### src/rtl/mfcc_pkg.sv
// Shared MFCC accelerator definitions: the coefficient-loader FSM encoding,
// the default bank geometry and the bin-index width.
package mfcc_pkg;

   localparam int NUM_BINS_DEF = 40;
   localparam int COEF_W_DEF   = 16;
   localparam int BIN_IDX_W    = 6;

   typedef enum logic [2:0] {
      ST_IDLE      = 3'd0,
      ST_QUIESCE   = 3'd1,
      ST_FETCH     = 3'd2,
      ST_WAIT_DATA = 3'd3,
      ST_WRITE     = 3'd4,
      ST_DONE      = 3'd5
   } gcl_state_t;

endpackage

### src/rtl/goertzel_coef_loader_timeout_counter.sv
// Wait-cycle counter for memory-fetch controllers. expired is high during the
// LIMIT-th consecutive enabled cycle since the last clear.
module gcl_timeout_counter #(
   parameter int LIMIT = 255,
   parameter int CNT_W = 8
) (
   input  logic clk,
   input  logic rst_n,
   input  logic clear,
   input  logic enable,
   output logic expired
);

   logic [CNT_W-1:0] count;

   always_ff @(posedge clk or negedge rst_n) begin
      if (!rst_n)
         count <= '0;
      else if (clear)
         count <= '0;
      else if (enable && !expired)
         count <= count + 1'b1;
   end

   assign expired = (count == CNT_W'(LIMIT - 1));

endmodule

### src/rtl/goertzel_coef_loader.sv
// Loads per-bin Goertzel coefficients from shared memory into the DFT bank,
// holding the framing/DFT datapath only across a frame boundary.
// Optional running checksum of written coefficients: define GCL_CHECKSUM_EN.
module goertzel_coef_loader
   import mfcc_pkg::*;
#(
   parameter int NUM_BINS    = NUM_BINS_DEF,
   parameter int COEF_W      = COEF_W_DEF,
   parameter int ADDR_W      = 8,
   parameter int TIMEOUT_CYC = 255
) (
   input  logic                 clk,
   input  logic                 rst_n,
   input  logic                 load_req,
   input  logic [ADDR_W-1:0]    base_addr,
   input  logic [7:0]           num_bins,
   input  logic                 dft_busy,
   output logic                 dft_hold,
   output logic                 mem_rd_en,
   output logic [ADDR_W-1:0]    mem_addr,
   input  logic [COEF_W-1:0]    mem_rd_data,
   input  logic                 mem_rd_valid,
   output logic                 coef_wr_en,
   output logic [BIN_IDX_W-1:0] coef_wr_idx,
   output logic [COEF_W-1:0]    coef_wr_data,
   output logic                 load_busy,
   output logic                 load_done,
   output logic                 load_err,
`ifdef GCL_CHECKSUM_EN
   output logic [COEF_W+5:0]    coef_sum,
   input  logic [COEF_W+5:0]    expected_sum,
`endif
   output logic [2:0]           state_dbg
);

   localparam int TO_W = $clog2(TIMEOUT_CYC + 1);

   gcl_state_t           state, state_d;
   logic [ADDR_W-1:0]    base_q, base_d;
   logic [BIN_IDX_W:0]   n_q, n_d;
   logic [BIN_IDX_W-1:0] idx_q, idx_d;
   logic                 pending_q, pending_d;
   logic                 accept, timeout, expired;
   logic [7:0]           n_clamped;

   logic                 hold_d, rd_en_d, wr_en_d, busy_d, done_d, err_d;
   logic [ADDR_W-1:0]    addr_d;
   logic [BIN_IDX_W-1:0] wr_idx_d;
   logic [COEF_W-1:0]    wr_data_d;
`ifdef GCL_CHECKSUM_EN
   logic [COEF_W+5:0]    sum_d;
`endif

   assign n_clamped = (num_bins > 8'(NUM_BINS)) ? 8'(NUM_BINS) : num_bins;
   assign timeout   = (state == ST_WAIT_DATA) && !mem_rd_valid && expired;
   assign state_dbg = state;

   gcl_timeout_counter #(.LIMIT(TIMEOUT_CYC), .CNT_W(TO_W)) u_timeout (
      .clk     (clk),
      .rst_n   (rst_n),
      .clear   (state == ST_FETCH),
      .enable  ((state == ST_WAIT_DATA) && !mem_rd_valid),
      .expired (expired)
   );

   always_ff @(posedge clk or negedge rst_n) begin
      if (!rst_n) begin
         state     <= ST_IDLE;
         base_q    <= '0;
         n_q       <= '0;
         idx_q     <= '0;
         pending_q <= 1'b0;
      end else begin
         state     <= state_d;
         base_q    <= base_d;
         n_q       <= n_d;
         idx_q     <= idx_d;
         pending_q <= pending_d;
      end
   end

   // Requests arriving while busy collapse into one reload taken at DONE;
   // base/count are re-sampled at that re-entry.
   always_comb begin
      state_d   = state;
      base_d    = base_q;
      n_d       = n_q;
      idx_d     = idx_q;
      pending_d = pending_q;
      accept    = 1'b0;
      if (state != ST_IDLE && load_req)
         pending_d = 1'b1;
      case (state)
         ST_IDLE: begin
            if (load_req) begin
               accept  = 1'b1;
               state_d = ST_QUIESCE;
            end
         end
         ST_QUIESCE: begin
            if (n_q == '0)
               state_d = ST_DONE;
            else if (!dft_busy)
               state_d = ST_FETCH;
         end
         ST_FETCH: state_d = ST_WAIT_DATA;
         ST_WAIT_DATA: begin
            if (mem_rd_valid)
               state_d = ST_WRITE;
            else if (expired) begin
               state_d   = ST_IDLE;
               pending_d = 1'b0;
            end
         end
         ST_WRITE: begin
            if ({1'b0, idx_q} == n_q - 1'b1)
               state_d = ST_DONE;
            else begin
               idx_d   = idx_q + 1'b1;
               state_d = ST_FETCH;
            end
         end
         ST_DONE: begin
            idx_d     = '0;
            pending_d = 1'b0;
            if (pending_q || load_req) begin
               accept  = 1'b1;
               state_d = ST_QUIESCE;
            end else
               state_d = ST_IDLE;
         end
         default: state_d = ST_IDLE;
      endcase
      if (accept) begin
         base_d = base_addr;
         n_d    = n_clamped[BIN_IDX_W:0];
      end
   end

   // Outputs are decoded from the next state so the registers line up with it.
   always_comb begin
      hold_d    = (state_d == ST_QUIESCE) || (state_d == ST_FETCH) ||
                  (state_d == ST_WAIT_DATA) || (state_d == ST_WRITE);
      busy_d    = (state_d != ST_IDLE);
      rd_en_d   = (state_d == ST_FETCH);
      wr_en_d   = (state_d == ST_WRITE);
      addr_d    = mem_addr;
      wr_idx_d  = coef_wr_idx;
      wr_data_d = coef_wr_data;
      done_d    = 1'b0;
      err_d     = load_err;
      if (state_d == ST_FETCH)
         addr_d = base_d + ADDR_W'(idx_d);
      if (state_d == ST_WRITE) begin
         wr_idx_d  = idx_d;
         wr_data_d = mem_rd_data;
      end
      if (accept)
         err_d = 1'b0;
      if (timeout)
         err_d = 1'b1;
`ifdef GCL_CHECKSUM_EN
      sum_d = coef_sum;
      if (accept)
         sum_d = '0;
      if (state_d == ST_WRITE)
         sum_d = coef_sum + (COEF_W + 6)'(mem_rd_data);
      if (state_d == ST_DONE) begin
         if (sum_d == expected_sum)
            done_d = 1'b1;
         else
            err_d = 1'b1;
      end
`else
      if (state_d == ST_DONE)
         done_d = 1'b1;
`endif
   end

   always_ff @(posedge clk or negedge rst_n) begin
      if (!rst_n) begin
         dft_hold     <= 1'b0;
         mem_rd_en    <= 1'b0;
         mem_addr     <= '0;
         coef_wr_en   <= 1'b0;
         coef_wr_idx  <= '0;
         coef_wr_data <= '0;
         load_busy    <= 1'b0;
         load_done    <= 1'b0;
         load_err     <= 1'b0;
`ifdef GCL_CHECKSUM_EN
         coef_sum     <= '0;
`endif
      end else begin
         dft_hold     <= hold_d;
         mem_rd_en    <= rd_en_d;
         mem_addr     <= addr_d;
         coef_wr_en   <= wr_en_d;
         coef_wr_idx  <= wr_idx_d;
         coef_wr_data <= wr_data_d;
         load_busy    <= busy_d;
         load_done    <= done_d;
         load_err     <= err_d;
`ifdef GCL_CHECKSUM_EN
         coef_sum     <= sum_d;
`endif
      end
   end

endmodule
### config.mk
export PLATFORM = sky130hd
export DESIGN_NAME = goertzel_coef_loader
export DESIGN_NICKNAME = d
export VERILOG_FILES = /design/src/rtl/mfcc_pkg.sv /design/src/rtl/goertzel_coef_loader_timeout_counter.sv /design/src/rtl/goertzel_coef_loader.sv
export SDC_FILE = /design/constraint.sdc
export NUM_CORES = 1
export LEC_CHECK = 0
export BUFFER_PORTS_ARGS = -buffer_cell sky130_fd_sc_hd__buf_2
export CAP_MARGIN = 20
export CORE_MARGIN = 2
export CORE_UTILIZATION = 54
export DETAILED_ROUTE_END_ITERATION = 12
export GPL_ROUTABILITY_DRIVEN = 0
export HOLD_SLACK_MARGIN = 0.05
export PLACE_DENSITY = 0.9
export SYNTH_ARGS = -nofsm -noshare
export SYNTH_HDL_FRONTEND = slang
export SYNTH_HIERARCHICAL = 1
export SYNTH_SLANG_ARGS = --single-unit
### constraint.sdc
create_clock -name clk -period 5.5 [get_ports clk]
set_clock_uncertainty 0.1 [all_clocks]
set_input_delay 0.275 -clock clk [delete_from_list [all_inputs] [get_ports clk]]
set_output_delay 0.275 -clock clk [all_outputs]
set_load 0.01 [all_outputs]
# [After elaboration in Yosys (flattened, before gate mapping)]
# Cells that the tools add are included.
# W data, S select, Z words.
[classes] add_sub_neg=4 multipliers=0 div=0 magnitude_cmp=1 eq_ne=12 shifts=0 muxes=24 bitwise=0 reduce_logical=16
[ops] op="$mux W8" n=3
[ops] op="$mux W3" n=6
[ops] op="$pmux W3 S6" n=1
[ops] op="$eq A3 B2 Y1 const B" n=4
[ops] op="$eq A3 B3 Y1 const B" n=4
[ops] op="$pmux W6 S2" n=1
[ops] op="$mux W1" n=9
[ops] op="$add A8 B1 Y8 const B" n=1
[ops] op="$add A8 B6 Y8" n=1
[ops] op="$eq A8 B8 Y1 const B" n=1
[ops] op="$gt A8 B6 Y1 const B" n=1
[ops] op="$eq A6 B7 Y1" n=1
[ops] op="$logic_not A7 Y1" n=1
[ops] op="$mux W7" n=1
[ops] op="$sub A7 B1 Y7 const B" n=1
[ops] op="$add A6 B1 Y6 const B" n=1
[ops] op="$eq A3 B1 Y1 const B" n=2
[ops] op="$mux W6" n=1
[ops] op="$reduce_bool A3 Y1" n=2
[ops] op="$logic_and A1 B1 Y1" n=4
[ops] op="$logic_or A1 B1 Y1" n=4
[ops] op="$pmux W1 S2" n=2
[ops] op="$reduce_bool A2 Y1" n=2
[ops] op="$logic_not A3 Y1" n=1
[ops] op="$logic_not A1 Y1" n=2
[word_totals] regBits=69 latch_bits=0 ramBits=0 mem_bits_ro=0 inputBits=37 output_inout_bits=39 word_cells=72 mem_count=0

# [Longest topological paths before layout]
# Gate-level depths: netlist of run 1.
[depth] word_depth=8 depth_mapped=15 ltp_nobuf=15

# [By module]
# The synthesis of run 1 kept the hierarchy.
[modules_own_cells] mod="goertzel_coef_loader" n_inst=1 cells_per_inst=295 area_each_um2=2997.9 seq_area_each_um2=1526.5
[modules_own_cells] mod="gcl_timeout_counter" n_inst=1 cells_per_inst=54 area_each_um2=519.2 seq_area_each_um2=200.2

# [Least setup slack after synthesis of run 1]
# Ideal clock, no wire load.
[synth_timing] path_type="register -> register" start="register n_q[3]" end="register mem_addr[6]" setup_ps=125 t_arrival_ps=3597 required_ps=5275 path_slack_ps=1678 stages_incl_launch_ff=13 n_path_buf=0 path_cell_list="dfrtp_1 -> or4_1 -> and4_4 -> o311a_4 -> o22ai_4 -> mux2_2 -> fa_1 -> a21o_1 -> a21o_1 -> a21o_1 -> a21oi_1 -> xnor2_1 -> mux2_4"
[synth_between] elab_chain_cells=5
[synth_rtl] element="start, declared" line_no="goertzel_coef_loader.sv:40" source="logic [BIN_IDX_W:0] n_q, n_d;"
[synth_rtl] element="start signal, assigned" line_no="goertzel_coef_loader.sv:76" source="n_q <= n_d;"
[synth_rtl] element="$sub A7 B1 Y7" line_no="goertzel_coef_loader.sv:116" source="if ({1'b0, idx_q} == n_q - 1'b1)"
[synth_rtl] element="$eq A6 B7 Y1" line_no="goertzel_coef_loader.sv:116"
[synth_rtl] element="$mux W6" line_no="goertzel_coef_loader.sv:116"
[synth_rtl] element="$pmux W6 S2" line_no="goertzel_coef_loader.sv:93" source="case (state)"
[synth_rtl] element="via idx_d[1]" line_no="goertzel_coef_loader.sv:41" source="logic [BIN_IDX_W-1:0] idx_q, idx_d;"
[synth_rtl] element="$add A8 B6 Y8" line_no="goertzel_coef_loader.sv:153" source="addr_d = base_d + ADDR_W'(idx_d);"
[synth_rtl] element="end signal, assigned" line_no="goertzel_coef_loader.sv:197" source="mem_addr <= addr_d;"
[synth_rtl] element="end, declared" line_no="goertzel_coef_loader.sv:20" source="output logic [ADDR_W-1:0] mem_addr,"
# The timed path passes the listed nets, and every way through them passes these cells.
# A chain may end at the register's enable or synchronous reset.

# [Worst setup path in the final report of run 1]
# Same ends and word-level chain as after synthesis.

==> impl_metrics.env, run 1 <==
export IMPL_worstHoldStart="base_addr[5]"
export IMPL_cap_violations=0
export IMPL_yosysSeqAreaShare_pct=49.1
export IMPL_maxSlewViolCount=0
export IMPL_power_per_cell_area_nw_per_um2=531
export IMPL_synth_common_cells="92 x nand2_1, 69 x dfrtp_1, 17 x nor2_1"
export IMPL_endpoint_kind="flop"
export IMPL_via_per_inst=5.51
export IMPL_setup_worst_path_start="n_q[3]$_DFFE_PN0P_"
export IMPL_ant_nets=0
export IMPL_grt_overflow=0
export IMPL_cts_buffers=9
export IMPL_gr_usage_all_layers_pct=24.0
export IMPL_drtIter0Drc=98
export IMPL_setup_viol=0
export IMPL_fp_dieH_um=84.7
export IMPL_worstHoldPathType="input pin to flop"
export IMPL_ir_drop_uv=350
export IMPL_finalCritPeriodShare_pct=74.2
export IMPL_period_minus_slack_ns=4.08
export IMPL_post_route_util_pct=68.8
export IMPL_routedWlPerCell_um=15.7
export IMPL_die_area_um2=7170
export IMPL_yosysWarningCount=6
export IMPL_setup_tns_ns=0
export IMPL_fmax_ghz=0.245
export IMPL_coreArea_um2=6310
export IMPL_ctsHtreeMaxLevel=3
export IMPL_yosys_area_top_type="dfrtp_1"
export IMPL_dp_slack_ns=1.46
export IMPL_yosysMostFrequentCell="nand2_1"
export IMPL_start_util_pct=55.7
export IMPL_cts_root_buffer="clkbuf_8"
export IMPL_clock_sinks=69
export IMPL_worstReg2RegStart="n_q[3]$_DFFE_PN0P_"
export IMPL_cts_tree="done"
export IMPL_route_met2_wl_um=4200
export IMPL_drive_gt1_share_pct=27.3
export IMPL_grt_pass1_vias=2976
export IMPL_syn_to_final_growth_pct=23.6
export IMPL_synthesis_area_um2=3520
export IMPL_crit_required_ns=5.63
export IMPL_rows=29
export IMPL_dpl_hpwl_um=5470
export IMPL_dp_cells=492
export IMPL_dr_pass1_iters=6
export IMPL_dr_wl_met3_um=486
export IMPL_slew_headroom_pct=33.0
export IMPL_die_x_um=84.7
export IMPL_wl_met1_um=3390
export IMPL_route_detailed_drc=0
export IMPL_fin_nets=492
export IMPL_grt_max_degree=70
export IMPL_crit_arrival_ns=4.21
export IMPL_synthArstFlopShare_pct=100
export IMPL_diodes=0
export IMPL_netlist_area_leader_share_pct=49.1
export IMPL_cts_resized=0
export IMPL_critPathKind="flop to flop"
export IMPL_nFillCells=483
export IMPL_final_setup_worst_slack_ns=1.42
export IMPL_clockBufferDepth=2
export IMPL_start_kind="flop"
export IMPL_path_clk_slew_ns=0.07
export IMPL_synth_fp_nets=398
export IMPL_worst_pin_slew_ns=1.00
export IMPL_yosysUniqueCellTypes=58
export IMPL_netlist_top_cells_area="dfrtp_1 49%, nand2_1 9.8%, mux2_4 4.7%"
export IMPL_port_buffers=75
export IMPL_rsz0062_at_grt="false"
export IMPL_status="finished, final reports clean"
export IMPL_io_pin_count=76
export IMPL_crit_fanout=8
export IMPL_grt_first_pass_wirelength_um=13800
export IMPL_wirelength_um=8200
export IMPL_antenna_found_initial=0
export IMPL_syn_avg_cell_area_um2=10.1
export IMPL_synth_edf_count=0
export IMPL_fin_cells=524
export IMPL_syn_inst=349
export IMPL_final_hold_viol_count=0
export IMPL_ys_flop_type="dfrtp_1"
export IMPL_ys_seq_elements=69
export IMPL_clk_latency_ns=0.35
export IMPL_p_leak_nw=2.28
export IMPL_routed_top_layer="met4"
export IMPL_vias=2889
## where the power goes
group          internal, W  leakage [nW]  switching [W]
Sequential        0.000690         0.877       0.000140
Combinational     0.000459          1.28       0.000543
Clock             0.000290         0.115       0.000187
## layout by cell type (no fill, tap or decap), types with 3 or more instances in the layout
cell           instances
nor2b_1                7
a22o_1                 3
and2_1                 3
mux2_2                 5
dlygate4sd3_1         17
nand2_1               92
xor2_1                 4
nand4_1                5
mux2i_1                5
and3_1                 4
nor3b_1                3
o211ai_1               3
ha_1                  11
o21ai_0                9
nand3_1                5
buf_2                 75
dfrtp_1               69
a21oi_1               12
o31ai_1                3
clkbuf_8              12
mux2_4                11
inv_1                 11
a21o_1                 5
a211oi_1               5
xnor2_1                6
nor2_1                17
## final cells by class
cell class | instances | area (um^2) | area share (%)
Clock buffer | 12 | 165 | 3.80
Tap cell | 77 | 96.3 | 2.22
Sequential cell | 69 | 1730 | 39.7
Multi-Input combinational cell | 258 | 1690 | 38.9
Inverter | 11 | 41.3 | 0.950
Clock inverter | 3 | 67.6 | 1.55
Timing Repair Buffer | 94 | 561 | 12.9
## sequential cells by signal (all words and copies together), names as in the netlist, 3 cells and up
register         count
n_q                  7
mem_addr             8
coef_wr_data        16
idx_q                6
coef_wr_idx          6
base_q               8
state_dbg            3
u_timeout/count      8
## critical path, cell delays in order (launching register included)
cell	delay, ns
dfrtp_1	0.45
or4_1	0.55
and4_4	0.21
o311a_4	0.39
o22ai_4	0.28
mux2_2	0.42
fa_1	0.44
a21o_1	0.20
a21o_1	0.19
a21o_1	0.18
a21oi_1	0.19
xnor2_1	0.10
mux2_4	0.28
## metrics by stage
stage          total power (W)  hold slack [ns]  area (um^2)
6_report               0.00231           0.0591         4350
5_1_grt                0.00247           0.0603         4350
4_1_cts                0.00232           0.0558         4350
3_5_place_dp           0.00182            0.357         3940
3_3_place_gp           0.00177            0.354         3940
2_1_floorplan          0.00152           -0.121         3520
## routing by layer
layer  up-vias  global-route usage [%]
li1       1388                       -
met1      1387                    28.6
met2        95                    41.9
met3        19                    7.18
met4         0                    7.50
met5         -                       0
## logic make-up after synthesis
kind of cell / count (synthesis) / synth area share [%]
flops: 69 / 49.1
simple gates: 159 / 21.5
compound gates: 56 / 11.9
buf+inv: 22 / 2.88
mux: 21 / 7.72
fa+ha+maj: 12 / 4.48
xor+xnor: 10 / 2.49
## path summary, 6_finish.rpt
check,to,slack (ns),depth (start not counted)
min in group asynchronous,u_timeout/count[5]$_DFFE_PN0P_,0.53,3
max,mem_addr[6]$_DFFE_PN0P_,1.42,12
max in group asynchronous,mem_addr[6]$_DFFE_PN0P_,4.17,3
max reg2reg,mem_addr[6]$_DFFE_PN0P_,1.42,12
min reg2reg,coef_wr_data[1]$_DFFE_PN0P_,0.37,2
min,base_q[5]$_DFF_PN0_,0.06,3
## repair_timing
action / CTS / global route
buffers inserted: 0 / 0
hold buffers: 17 / 0
endpoints found under the hold margin: 19 / 0
endpoints found under the setup margin: 0 / 0
No activity file was read; power rests on OpenSTA's default activity.
==> run 2: changes to the inputs <==
clock period = 4.2 ns   (was 5.5 ns; I/O delays follow)
==> run 2 against run 1 <==
Against the previous run:
- via count is 0.90% higher
- worst setup slack worse by 1.2 ns
- register-to-register slack worse by 1.2 ns
- critical endpoint unchanged
- largest power group unchanged
==> impl_metrics.env, run 2 (synthesis gave the netlist of run 1 again) <==
export IMPL_status="finished, final reports clean"
export IMPL_via_per_inst=5.40
export IMPL_power_w=0.00300
export IMPL_worstHoldStart="base_addr[1]"
export IMPL_wirelength_um=8130
export IMPL_design_area_um2=4470
export IMPL_vias=2915
export IMPL_routedWlPerCell_um=15.0
export IMPL_grt_max_degree=40
export IMPL_io_pin_count=76
export IMPL_rrSetupSlack_ns=0.21
export IMPL_cp_num_buf_inv=0
export IMPL_slew_headroom_pct=43.1
export IMPL_power_per_cell_area_nw_per_um2=671
export IMPL_start_kind="flop"
export IMPL_cts_root_buffer="clkbuf_8"
export IMPL_coreArea_um2=6310
export IMPL_hold_depth=3
export IMPL_rows=29
export IMPL_fmax_ghz=0.251
export IMPL_drtIter0Drc=147
export IMPL_start_util_pct=55.7
export IMPL_cap_violations=0
export IMPL_cts_buffers=9
export IMPL_cts_tree="done"
export IMPL_setup_viol=0
export IMPL_grt_pass1_vias=2917
export IMPL_clock_sinks=69
export IMPL_die_x_um=84.7
export IMPL_largest_register_ffs=16
export IMPL_ir_drop_uv=429
export IMPL_endpoint_kind="flop"
export IMPL_clk_latency_ns=0.35
export IMPL_layout_commonest_cell="nand2_1"
export IMPL_place_area_um2=3960
export IMPL_r2r_cells=12
export IMPL_finalCritPeriodShare_pct=95.0
export IMPL_worstReg2RegStart="n_q[3]$_DFFE_PN0P_"
export IMPL_ctsHtreeMaxLevel=3
export IMPL_fp_dieH_um=84.7
export IMPL_critPathMaxStageDelay_ns=0.56
export IMPL_gr_usage_all_layers_pct=24.4
export IMPL_crit_required_ns=4.33
export IMPL_antenna_found_initial=0
export IMPL_maxSlewViolCount=0
export IMPL_setup_tns_ns=0
export IMPL_path_clk_slew_ns=0.07
export IMPL_fin_nets=507
export IMPL_worst_r2r_endpoint="mem_addr[6]$_DFFE_PN0P_"
export IMPL_final_cell_mix="92 x nand2_1, 75 x buf_2, 69 x dfrtp_1, 29 x dlygate4sd3_1, 17 x nor2_1"
export IMPL_crit_fanout=8
export IMPL_grt_first_pass_wirelength_um=13700
export IMPL_worst_pin_slew_ns=0.846
export IMPL_critPathKind="flop to flop"
export IMPL_crit_path_top_delay_cell="or4_1"
export IMPL_route_detailed_drc=0
export IMPL_grt_overflow=0
export IMPL_min_to="base_q[1]$_DFF_PN0_"
export IMPL_ant_nets=0
export IMPL_syn_to_final_growth_pct=27.1
export IMPL_crit_family="compound AO/OA/AOI/OAI gates"
export IMPL_diodes=0
export IMPL_hold_ws_ns=0.0652
export IMPL_dpl_hpwl_um=5530
export IMPL_clockBufferDepth=2
export IMPL_rsz0062_at_grt="false"
export IMPL_p_leak_nw=2.34
export IMPL_die_area_um2=7170
export IMPL_drive_gt1_share_pct=27.0
export IMPL_port_buffers=75
export IMPL_final_hold_viol_count=0
export IMPL_dr_pass1_iters=4
export IMPL_cts_resized=0
export IMPL_cpMostUsedCell="a21o_1"
export IMPL_cp_cell_sequence="or4_1 -> and4_4 -> o311a_4 -> o22ai_4 -> mux2_2 -> fa_1 -> a21o_1 -> a21o_1 -> a21o_1 -> a21oi_1 -> xnor2_1 -> mux2_4"
export IMPL_crit_arrival_ns=4.12
export IMPL_post_route_util_pct=70.8
export IMPL_regMostFlops="coef_wr_data"
export IMPL_period_minus_slack_ns=3.99
export IMPL_worstHoldPathType="input pin to flop"
## run 2: cell count changes in the layout (fill, tap and decap cells not counted)
cell,before,now
clkinvlp_4,1,0
clkbuf_1,0,1
buf_4,2,5
clkbuf_8,12,9
dlygate4sd3_1,17,29
clkinv_4,0,2
clkinv_2,0,2
## run 2: tightest hold or removal path, cell delays in order
cell	delay [ns]
buf_2	0.08
nand2_1	0.04
nand2_1	0.13
## run 2: cell type report
| cell class | count | area (um^2) |
|---|---|---|
| clock buffers | 10 | 128 |
| multi-input cells | 258 | 1690 |
| fillers | 445 | 1840 |
| repair buffers | 109 | 703 |
| inverters | 11 | 41.3 |
| well taps | 77 | 96.3 |
| clock inverters | 6 | 87.6 |
| flip-flops and latches | 69 | 1730 |
## run 2: layer usage
layer / global-route usage, % / vias to the layer above / share of wire (%)
li1: - / 1421 / -
met1: 30.5 / 1388 / 43
met2: 39.6 / 88 / 50
met3: 6.78 / 18 / 5.1
met4: 10.7 / 0 / 2.1
met5: 0 / - / 0
## run 2: worst max-delay path by stage
stage	startpoint	endpoint	slack (ns)	depth (start not counted)
detailed placement	n_q[3]$_DFFE_PN0P_	mem_addr[6]$_DFFE_PN0P_	0.18	12
CTS	n_q[3]$_DFFE_PN0P_	mem_addr[6]$_DFFE_PN0P_	0.17	12
finish	n_q[3]$_DFFE_PN0P_	mem_addr[6]$_DFFE_PN0P_	0.21	12
global route	n_q[3]$_DFFE_PN0P_	mem_addr[6]$_DFFE_PN0P_	0.03	12
floorplan	n_q[3]$_DFFE_PN0P_	mem_addr[6]$_DFFE_PN0P_	0.38	12
global placement	n_q[3]$_DFFE_PN0P_	mem_addr[6]$_DFFE_PN0P_	0.26	12
## run 2: per-stage QoR
| stage | cells | setup WS [ns] |
|---|---|---|
| floorplan | 349 | 0.378 |
| finish | 540 | 0.211 |
| global route | 540 | 0.0322 |
| detailed placement | 494 | 0.184 |
| global placement | 494 | 0.263 |
| CTS | 539 | 0.166 |
## run 2: repair_timing
item	in CTS	in global routing
setup endpoints to repair	0	1
setup buffers	0	1
endpoints found under the hold margin	58	0
hold buffers	29	0
## run 2: where the power goes
group,switching (W),total [W],leakage [nW],internal (W)
logic,0.000708,0.00132,1.35,0.000617
registers,0.000183,0.00109,0.877,0.000903
clock network,0.000254,0.000588,0.110,0.000334
